$ cat config.mk
export PLATFORM = sky130hd
export DESIGN_NAME = reg_write_arbiter
export DESIGN_NICKNAME = d
export VERILOG_FILES = /design/src/rtl/reg_write_arbiter.sv
export SDC_FILE = /design/constraint.sdc
export NUM_CORES = 1
export LEC_CHECK = 0
export BUFFER_PORTS_ARGS = -buffer_cell sky130_fd_sc_hd__buf_2
export CORE_MARGIN = 4
export CORE_UTILIZATION = 46
export DETAILED_ROUTE_END_ITERATION = 7
export HOLD_SLACK_MARGIN = 0.12
export PLACE_DENSITY = 0.83
export SETUP_SLACK_MARGIN = 0.02
export SLEW_MARGIN = 40
export SYNTH_ARGS = -nofsm -noshare
export SYNTH_HDL_FRONTEND = slang
export SYNTH_SLANG_ARGS = --single-unit
$ cat constraint.sdc
create_clock -name clk -period 6.2 [get_ports clk]
set_clock_uncertainty 0.2 [all_clocks]
set_input_delay 0.31 -clock clk [delete_from_list [all_inputs] [get_ports clk]]
set_output_delay 0.31 -clock clk [all_outputs]
set_load 0.02 [all_outputs]
$ cat src/rtl/reg_write_arbiter.sv
// Four-requester round-robin arbiter writing one shared WIDTH-bit register.
// Optional macro ARB_LOCK_EN adds a lock mode where the owner keeps the grant across writes.
module reg_write_arbiter #(
    parameter int  WIDTH = 8,
    localparam int N     = 4
) (
    input  logic               clk,
    input  logic               reset,
    input  logic [N-1:0]       req,
    input  logic [N*WIDTH-1:0] data_in,
    input  logic [N-1:0]       lock,
    output logic [N-1:0]       gnt,
    output logic [WIDTH-1:0]   Q,
    output logic [1:0]         owner,
    output logic               busy
);

    localparam logic [1:0] IDLE   = 2'd0;
    localparam logic [1:0] ACK    = 2'd1;
    localparam logic [1:0] LOCKED = 2'd2;

    logic [1:0]       state_q, state_d;
    logic [N-1:0]     gnt_q, gnt_d;
    logic [WIDTH-1:0] q_q, q_d;
    logic [1:0]       owner_q, owner_d;
    logic [1:0]       ptr_q, ptr_d;

    logic [WIDTH-1:0] lane_s [N];
    logic [1:0]       win_s;

    for (genvar i = 0; i < N; i++) begin : g_lane
        assign lane_s[i] = data_in[i*WIDTH +: WIDTH];
    end

`ifndef ARB_LOCK_EN
    logic lock_unused_s;
    assign lock_unused_s = ^lock;
`endif

    // Round-robin winner: scan from ptr downwards so the closest requester to ptr overwrites last.
    always_comb begin
        win_s = ptr_q;
        for (int k = N - 1; k >= 0; k--) begin
            if (req[ptr_q + 2'(k)]) begin
                win_s = ptr_q + 2'(k);
            end else begin
                win_s = win_s;
            end
        end
    end

    // Next-state and datapath update.
    always_comb begin
        state_d = state_q;
        gnt_d   = gnt_q;
        q_d     = q_q;
        owner_d = owner_q;
        ptr_d   = ptr_q;
        case (state_q)
            IDLE: begin
                if (|req) begin
                    q_d     = lane_s[win_s];
                    gnt_d   = 4'b0001 << win_s;
                    owner_d = win_s;
                    ptr_d   = win_s + 2'd1;
                    state_d = ACK;
                end else begin
                    gnt_d = 4'b0000;
                end
            end
            ACK: begin
`ifdef ARB_LOCK_EN
                // A locking owner that refreshes its request keeps the grant and writes again.
                if (lock[owner_q] && req[owner_q]) begin
                    q_d     = lane_s[owner_q];
                    state_d = LOCKED;
                end else begin
                    gnt_d   = 4'b0000;
                    state_d = IDLE;
                end
`else
                gnt_d   = 4'b0000;
                state_d = IDLE;
`endif
            end
            LOCKED: begin
`ifdef ARB_LOCK_EN
                if (lock[owner_q] && req[owner_q]) begin
                    q_d = lane_s[owner_q];
                end else begin
                    gnt_d   = 4'b0000;
                    state_d = IDLE;
                end
`else
                gnt_d   = 4'b0000;
                state_d = IDLE;
`endif
            end
            default: begin
                gnt_d   = 4'b0000;
                state_d = IDLE;
            end
        endcase
    end

    // State registers with asynchronous clear.
    always_ff @(posedge clk or posedge reset) begin
        if (reset) begin
            state_q <= IDLE;
            gnt_q   <= 4'b0000;
            q_q     <= '0;
            owner_q <= 2'd0;
            ptr_q   <= 2'd0;
        end else begin
            state_q <= state_d;
            gnt_q   <= gnt_d;
            q_q     <= q_d;
            owner_q <= owner_d;
            ptr_q   <= ptr_d;
        end
    end

    assign gnt   = gnt_q;
    assign Q     = q_q;
    assign owner = owner_q;
    assign busy  = (state_q != IDLE);

endmodule

Word-level counts from Yosys, hierarchy flattened:

Cells that the tools add are included.

* memory bits (writable): 0
* bits in latches: 0
* input port bits: 42
* bits in registers: 18
* memory bits (read-only): 0
* memories: 0
* word-level logic and storage cells: 40
* output and inout port bits: 15

* bitwise gates (word level): 1
* reductions and logical operators: 4
* equal/unequal tests: 1
* div/mod/pow operators: 0
* order comparisons: 5
* shifts and indexed selects: 1
* add/subtract/negate cells: 4
* multiply operators: 0
* mux-type cells: 19

Operator list (number)
* binary-select mux 8 bit (select 2 bit): 1
* 2-to-1 mux 8 bit: 2
* < comparator 2 x 3 -> 1 bit (second input constant): 4
* 2-to-1 mux 2 bit: 6
* binary-select mux 1 bit (select 2 bit): 4
* 2-to-1 mux 4 bit: 2
* adder 2 x 1 -> 2 bit (second input constant): 2
* adder 2 bit (second input constant): 2
* 2-to-1 mux 1 bit: 4
* OR reduction 4 bit: 1
* left shift 1 x 2 -> 4 bit (first input constant): 1
* >= comparator 3 bit (second input constant): 1
* NOT 2 -> 3 bit: 1
* zero test 2 bit: 1
* inequality test 2 bit (second input constant): 1
* AND reduction 2 bit: 1
* nonzero test 2 bit: 1

Depth between registers and ports, before layout:

* word-level depth: 11
* mapped depth: 6
* mapped depth without buffers: 6

Worst setup path before layout:

OpenSTA, ideal clock, no wires.

* path kind: register -> register
* from: register ptr_q[1]
* to: register q_q[0], in the netlist Q[0]
* library setup time: 127 ps
* data arrival time: 1939 ps
* path slack: 3934 ps
* path buffers: 1
* data required time: 5873 ps
* cell stages (with the launch flop): 7
* period minus slack after synthesis: 2266 ps
* cell sequence: dfrtp_1 > and3b_1 > or4_1 > buf_6 > nand2_8 > mux2_4 > a221o_2

* word-level cells in the longest chain between the ends: 11
* elaborated cells between the ends (all ways): 19
* classes of those cells: add/sub: 3; mux: 15; bitwise: 1

Ends and longest elaborated chain
* start, declared: line 26 `logic [1:0] ptr_q, ptr_d;`
* start signal, assigned: line 119 `ptr_q <= ptr_d;`
* adder 2 bit: line 44, 45
* binary-select mux 1 bit (select 2 bit): line 44 `if (req[ptr_q + 2'(k)]) begin`
* 2-to-1 mux 1 bit (implied by the code): line 44
* 2-to-1 mux 2 bit (3 in series): line 44
* 2-to-1 mux 2 bit *: line 44
* NOT 2 -> 3 bit (implied by the code) *: line 62 `q_d = lane_s[win_s];`
* binary-select mux 8 bit (select 2 bit) *: line 62
* 2-to-1 mux 8 bit (implied by the code) * (2 in series): line 62
* end signal, assigned: line 117 `q_q <= q_d;`
* end, declared: line 24 `logic [WIDTH-1:0] q_q, q_d;`

Every way passes the cells marked *; elsewhere a longest branch is shown, timed or not. The select of a mux whose other input is x is not followed.
A chain may end at the register's enable or synchronous reset.

Worst setup path in the final report:

* from: register ptr_q[1]
* to: register q_q[3], in the netlist Q[3]

Same word-level chain as after synthesis.

==> implementation parameters <==
Parameter                              Value

Synthesis
  Synth Instances ... 98
  Synthesized-area fraction occupied by ao, oa, aoi and oai cells ... roughly a quarter
  Largest family of logic cells by synthesized area ... compound AO/OA/AOI/OAI gates
  Mean cell area of the mapped netlist ... 10.26 um2
  Area fraction in and, or, nand and nor cells after synthesis ... 18.78%
  Count of state elements after synthesis ... 17
  Netlist Area Pre-Place ... 1006 um2
  Share of synthesized area spent on multiplexers ... 11.44%
  Arithmetic-cell share of the synthesized area counting full adders, half adders and majority gates ... 0%
  Post-synthesis sequential area ratio ... 42.29%
  Yosys warns ... 0
  Synth Area in XOR/XNOR ... less than 1%
  Number of different library cells in the post-synthesis netlist ... 30
  Net count of the mapped netlist ... 140

Critical path
  Cell count of the worst reg-to-reg path ... 5
  Start-to-end type of the worst setup path ... reg -> reg
  Critical-path cell list ... and3b_1, or4_1, nand2_8, mux2_4, a221o_2
  Data required time of the worst path ... 6.18 ns
  Arr. time, crit path ... 2.54 ns
  Type of destination of the critical path ... flop
  End of the worst register-to-register path ... Q[3]$_DFFE_PP0P_
  Library cell contributing the largest single delay on the critical path ... sky130_fd_sc_hd__or4_1
  Crit path buf inv count ... 0
  Worst reg2reg startpoint ... ptr_q[1]$_DFFE_PP0P_
  R2R Setup Slk ... 3.64 ns
  Critical path startpoint category ... flop
  CP peak stage delay ... 0.64 ns
  Critical Path Fanout Max ... 10
  Kind of cell adding the most delay to the critical path ... simple AND/OR/NAND/NOR gates

Place
  DP Wirelength ... between 2000 and 2500 um
  Total of buffers placed on input and output ports ... 52
  Pre-CTS WS ... approximately 3.6 ns
  Last weighted congestion value of the routability-driven placer ... 0.7818

Die
  Core Footprint ... 2022 um2
  Width of the die ... 54.77 um
  Die height ... 54.77 um
  Total die area ... 2999 um2
  Count of boundary I/O pins ... 57
  Placement Rows ... 16
  Initial Util ... 49.75%

Finish
  Ratio of cells with drive above 1 in the final layout ... about 49%
  Net total in the final layout ... 195
  End-of-flow core utilization ... 65.10%
  Antenna diodes ... 0
  Area growth, synth to finish ... 30.85%

STA
  Final Hold Violating Endpoints ... 0
  Minimum clock period ... 2.562 ns
  RSZ-0062 raised after global routing ... false
  Minimum setup slack in the final design ... 3.638 ns
  Final Setup Violations ... 0
  Headroom to the max-slew limit ... 50.77%
  Share of the clock period used by the worst path after layout ... 41.32%
  Worst Tran Pin Value ... 0.7324 ns
  Count of final max-slew check failures ... 0
  Achievable frequency ... 390.3 MHz
  Post-Route Setup TNS ... 0 ns

Power
  PD cells ... 412.3 nW/um2
  Share of power burned in combinational logic ... 55.2%
  Part of the power in registers ... 34.2%
  Internal power summed over all cells ... 307.2 uW
  Sw Share ... about 43%
  NetSw ... 235.6 uW
  Proportion of power drawn by the clock network ... 10.6%
  Leakage power ... between 0.6 and 0.7 nW
  Maximum VDD drop ... 242.9 uV

Min path
  Startpoint of the most critical hold path ... data_in[22]
  Hold Crit Class ... in -> reg
  Worst hold stages ... 3
  Destination of the worst hold path ... Q[6]$_DFFE_PP0P_

Route
  Number of antenna-violating nets in the routed design ... 0
  Number of vias per cell after detailed routing ... 5.626
  Drt first pass iters ... 4
  Total number of vias ... 1007
  Number of DRC markers after the initial detailed-route iteration ... 12
  Wirelength, routed ... roughly 2600 um
  Average wire length per cell after detail routing ... 14.44 um
  Remaining DRCs ... 0

Job
  Max-Cap Viols ... 0

Clock network
  Longest Clk Path Bufs ... 2
  Total CTS buffers ... 3
  Clock tree from TritonCTS ... built
  Latest clock arrival within the worst-skew pair ... 0.29 ns
  Total number of H-tree levels ... 1
  Sink count of the clock tree ... 17
  Post-CTS setup repair buffer count ... 0
  # resized after CTS ... 0
  Cell at the root of the clock tree ... sky130_fd_sc_hd__clkbuf_4
  Post-CTS clock slew at the launch and capture registers of the worst setup and hold paths ... roughly 0.090 ns

Global routing
  Vias in the first global route ... 943
  Number of antenna violations at the first check in global routing ... 0
  Maximum number of pins on one net before global-route repair ... 18
  First-pass GRT wire length ... 3981 um
  GR Overflow Total ... 0
  Overall track demand over capacity in global routing ... 18.58%

Outcome
  Outcome ... finished, final reports clean
[worst max-delay path by stage]
stage / startpoint / end / slack, ns / depth (start not counted)
global placement: req[0] / Q[1]$_DFFE_PP0P_ / 3.68 / 6
finish: ptr_q[1]$_DFFE_PP0P_ / Q[3]$_DFFE_PP0P_ / 3.64 / 5
detailed placement: req[0] / Q[3]$_DFFE_PP0P_ / 3.64 / 6
floorplan: ptr_q[1]$_DFFE_PP0P_ / Q[0]$_DFFE_PP0P_ / 3.93 / 6
global route: ptr_q[1]$_DFFE_PP0P_ / Q[3]$_DFFE_PP0P_ / 3.53 / 5
CTS: ptr_q[1]$_DFFE_PP0P_ / Q[3]$_DFFE_PP0P_ / 3.64 / 5
[metrics by stage]
step	instance area, um2	instances	power, mW	hold WS, ns
2_1_floorplan	1006	98	0.4047	0.03607
3_3_place_gp	1280	174	0.4796	0.2076
6_report	1316	179	0.5428	0.1499
5_1_grt	1316	179	0.5853	0.1471
4_1_cts	1316	179	0.5455	0.1475
3_5_place_dp	1280	174	0.4866	0.2109
[cells in the mapped netlist]
library cell | count | area share, %
sky130_fd_sc_hd__a211o_2 | 1 | 1.0
sky130_fd_sc_hd__a21o_1 | 2 | 1.5
sky130_fd_sc_hd__a21oi_1 | 7 | 3.5
sky130_fd_sc_hd__a221o_1 | 1 | 1.0
sky130_fd_sc_hd__a221o_2 | 6 | 6.7
sky130_fd_sc_hd__a31o_2 | 1 | 0.87
sky130_fd_sc_hd__and2b_2 | 1 | 0.87
sky130_fd_sc_hd__and3b_1 | 1 | 0.87
sky130_fd_sc_hd__buf_2 | 1 | 0.50
sky130_fd_sc_hd__buf_6 | 1 | 1.1
sky130_fd_sc_hd__clkbuf_1 | 1 | 0.37
sky130_fd_sc_hd__dfrtp_1 | 17 | 42
sky130_fd_sc_hd__inv_1 | 2 | 0.75
sky130_fd_sc_hd__mux2_4 | 7 | 10
sky130_fd_sc_hd__mux2i_1 | 1 | 1.0
sky130_fd_sc_hd__nand2_1 | 5 | 1.9
sky130_fd_sc_hd__nand2_8 | 1 | 2.0
sky130_fd_sc_hd__nand3_1 | 9 | 4.5
sky130_fd_sc_hd__nand4_1 | 1 | 0.62
sky130_fd_sc_hd__nor2_1 | 10 | 3.7
sky130_fd_sc_hd__nor2b_1 | 3 | 1.9
sky130_fd_sc_hd__nor3_1 | 1 | 0.50
sky130_fd_sc_hd__nor4_2 | 1 | 1.2
sky130_fd_sc_hd__o211ai_1 | 1 | 0.75
sky130_fd_sc_hd__o21a_1 | 1 | 0.75
sky130_fd_sc_hd__o21ai_0 | 11 | 5.5
sky130_fd_sc_hd__o21ai_4 | 1 | 1.6
sky130_fd_sc_hd__o21bai_1 | 1 | 0.75
sky130_fd_sc_hd__or4_1 | 1 | 0.75
sky130_fd_sc_hd__xnor2_1 | 1 | 0.87
[registers in the layout, indices dropped and copies added (netlist names)]
name     count
owner        2
gnt          4
ptr_q        2
state_q      1
Q            8
[worst min-delay path: cells and delay by family]
| kind | cells | cell delay [ns] |
|---|---|---|
| buf+inv | 1 | 0.08 |
| mux | 1 | 0.06 |
| compound gates | 1 | 0.16 |
[metal layers]
metal	global-route usage [%]	up-vias	wire, um	part of all wire (%)
li1	-	475	-	-
met1	20.13	487	945	37
met2	35.43	40	1425	55
met3	4.087	5	190	7.4
met4	4.979	0	23	0.89
met5	0	-	0	0
[repair_timing]
item / 4_1_cts / 5_1_grt
hold buffers: 1 / 0
setup endpoints to repair: 0 / 0
hold endpoints to repair: 17 / 0
[final cells by class]
class                      instances  area (um2)
inverter                           2       7.507
timing repair buffer              53       270.3
sequential                        17       425.4
fill                             184       705.7
clock buffer                       4       26.28
tap                               27       33.78
multi-input combinational         76       553.0
[logic make-up (layout without fill, tap and decap cells)]
logic type	after synthesis	after routing
flip-flops	17	17
buffers and inverters	5	59
AND/OR/NAND/NOR	34	34
AO/OA/AOI/OAI	33	33
multiplexers	8	8
XOR/XNOR	1	1
[power groups by stage]
stage / clock network (mW) / registers [mW] / logic (mW)
finish: 0.0577 / 0.185 / 0.300
global route: 0.0647 / 0.193 / 0.328
CTS: 0.0586 / 0.186 / 0.301
detailed placement: 0 / 0.188 / 0.299
global placement: 0 / 0.185 / 0.295
floorplan: 0 / 0.235 / 0.170
[layout by cell type (no fill, tap or decap), types with 2 or more instances in the layout]
| cell | Yosys | layout |
|---|---|---|
| sky130_fd_sc_hd__inv_1 | 2 | 2 |
| sky130_fd_sc_hd__mux2_4 | 7 | 7 |
| sky130_fd_sc_hd__buf_2 | 1 | 52 |
| sky130_fd_sc_hd__o21ai_0 | 11 | 11 |
| sky130_fd_sc_hd__a221o_2 | 6 | 6 |
| sky130_fd_sc_hd__nor2b_1 | 3 | 3 |
| sky130_fd_sc_hd__clkbuf_4 | 0 | 3 |
| sky130_fd_sc_hd__nand3_1 | 9 | 9 |
| sky130_fd_sc_hd__a21oi_1 | 7 | 7 |
| sky130_fd_sc_hd__a21o_1 | 2 | 2 |
| sky130_fd_sc_hd__dfrtp_1 | 17 | 17 |
| sky130_fd_sc_hd__nand2_1 | 5 | 5 |
| sky130_fd_sc_hd__nor2_1 | 10 | 10 |
Power figures use the tool's default switching activity.
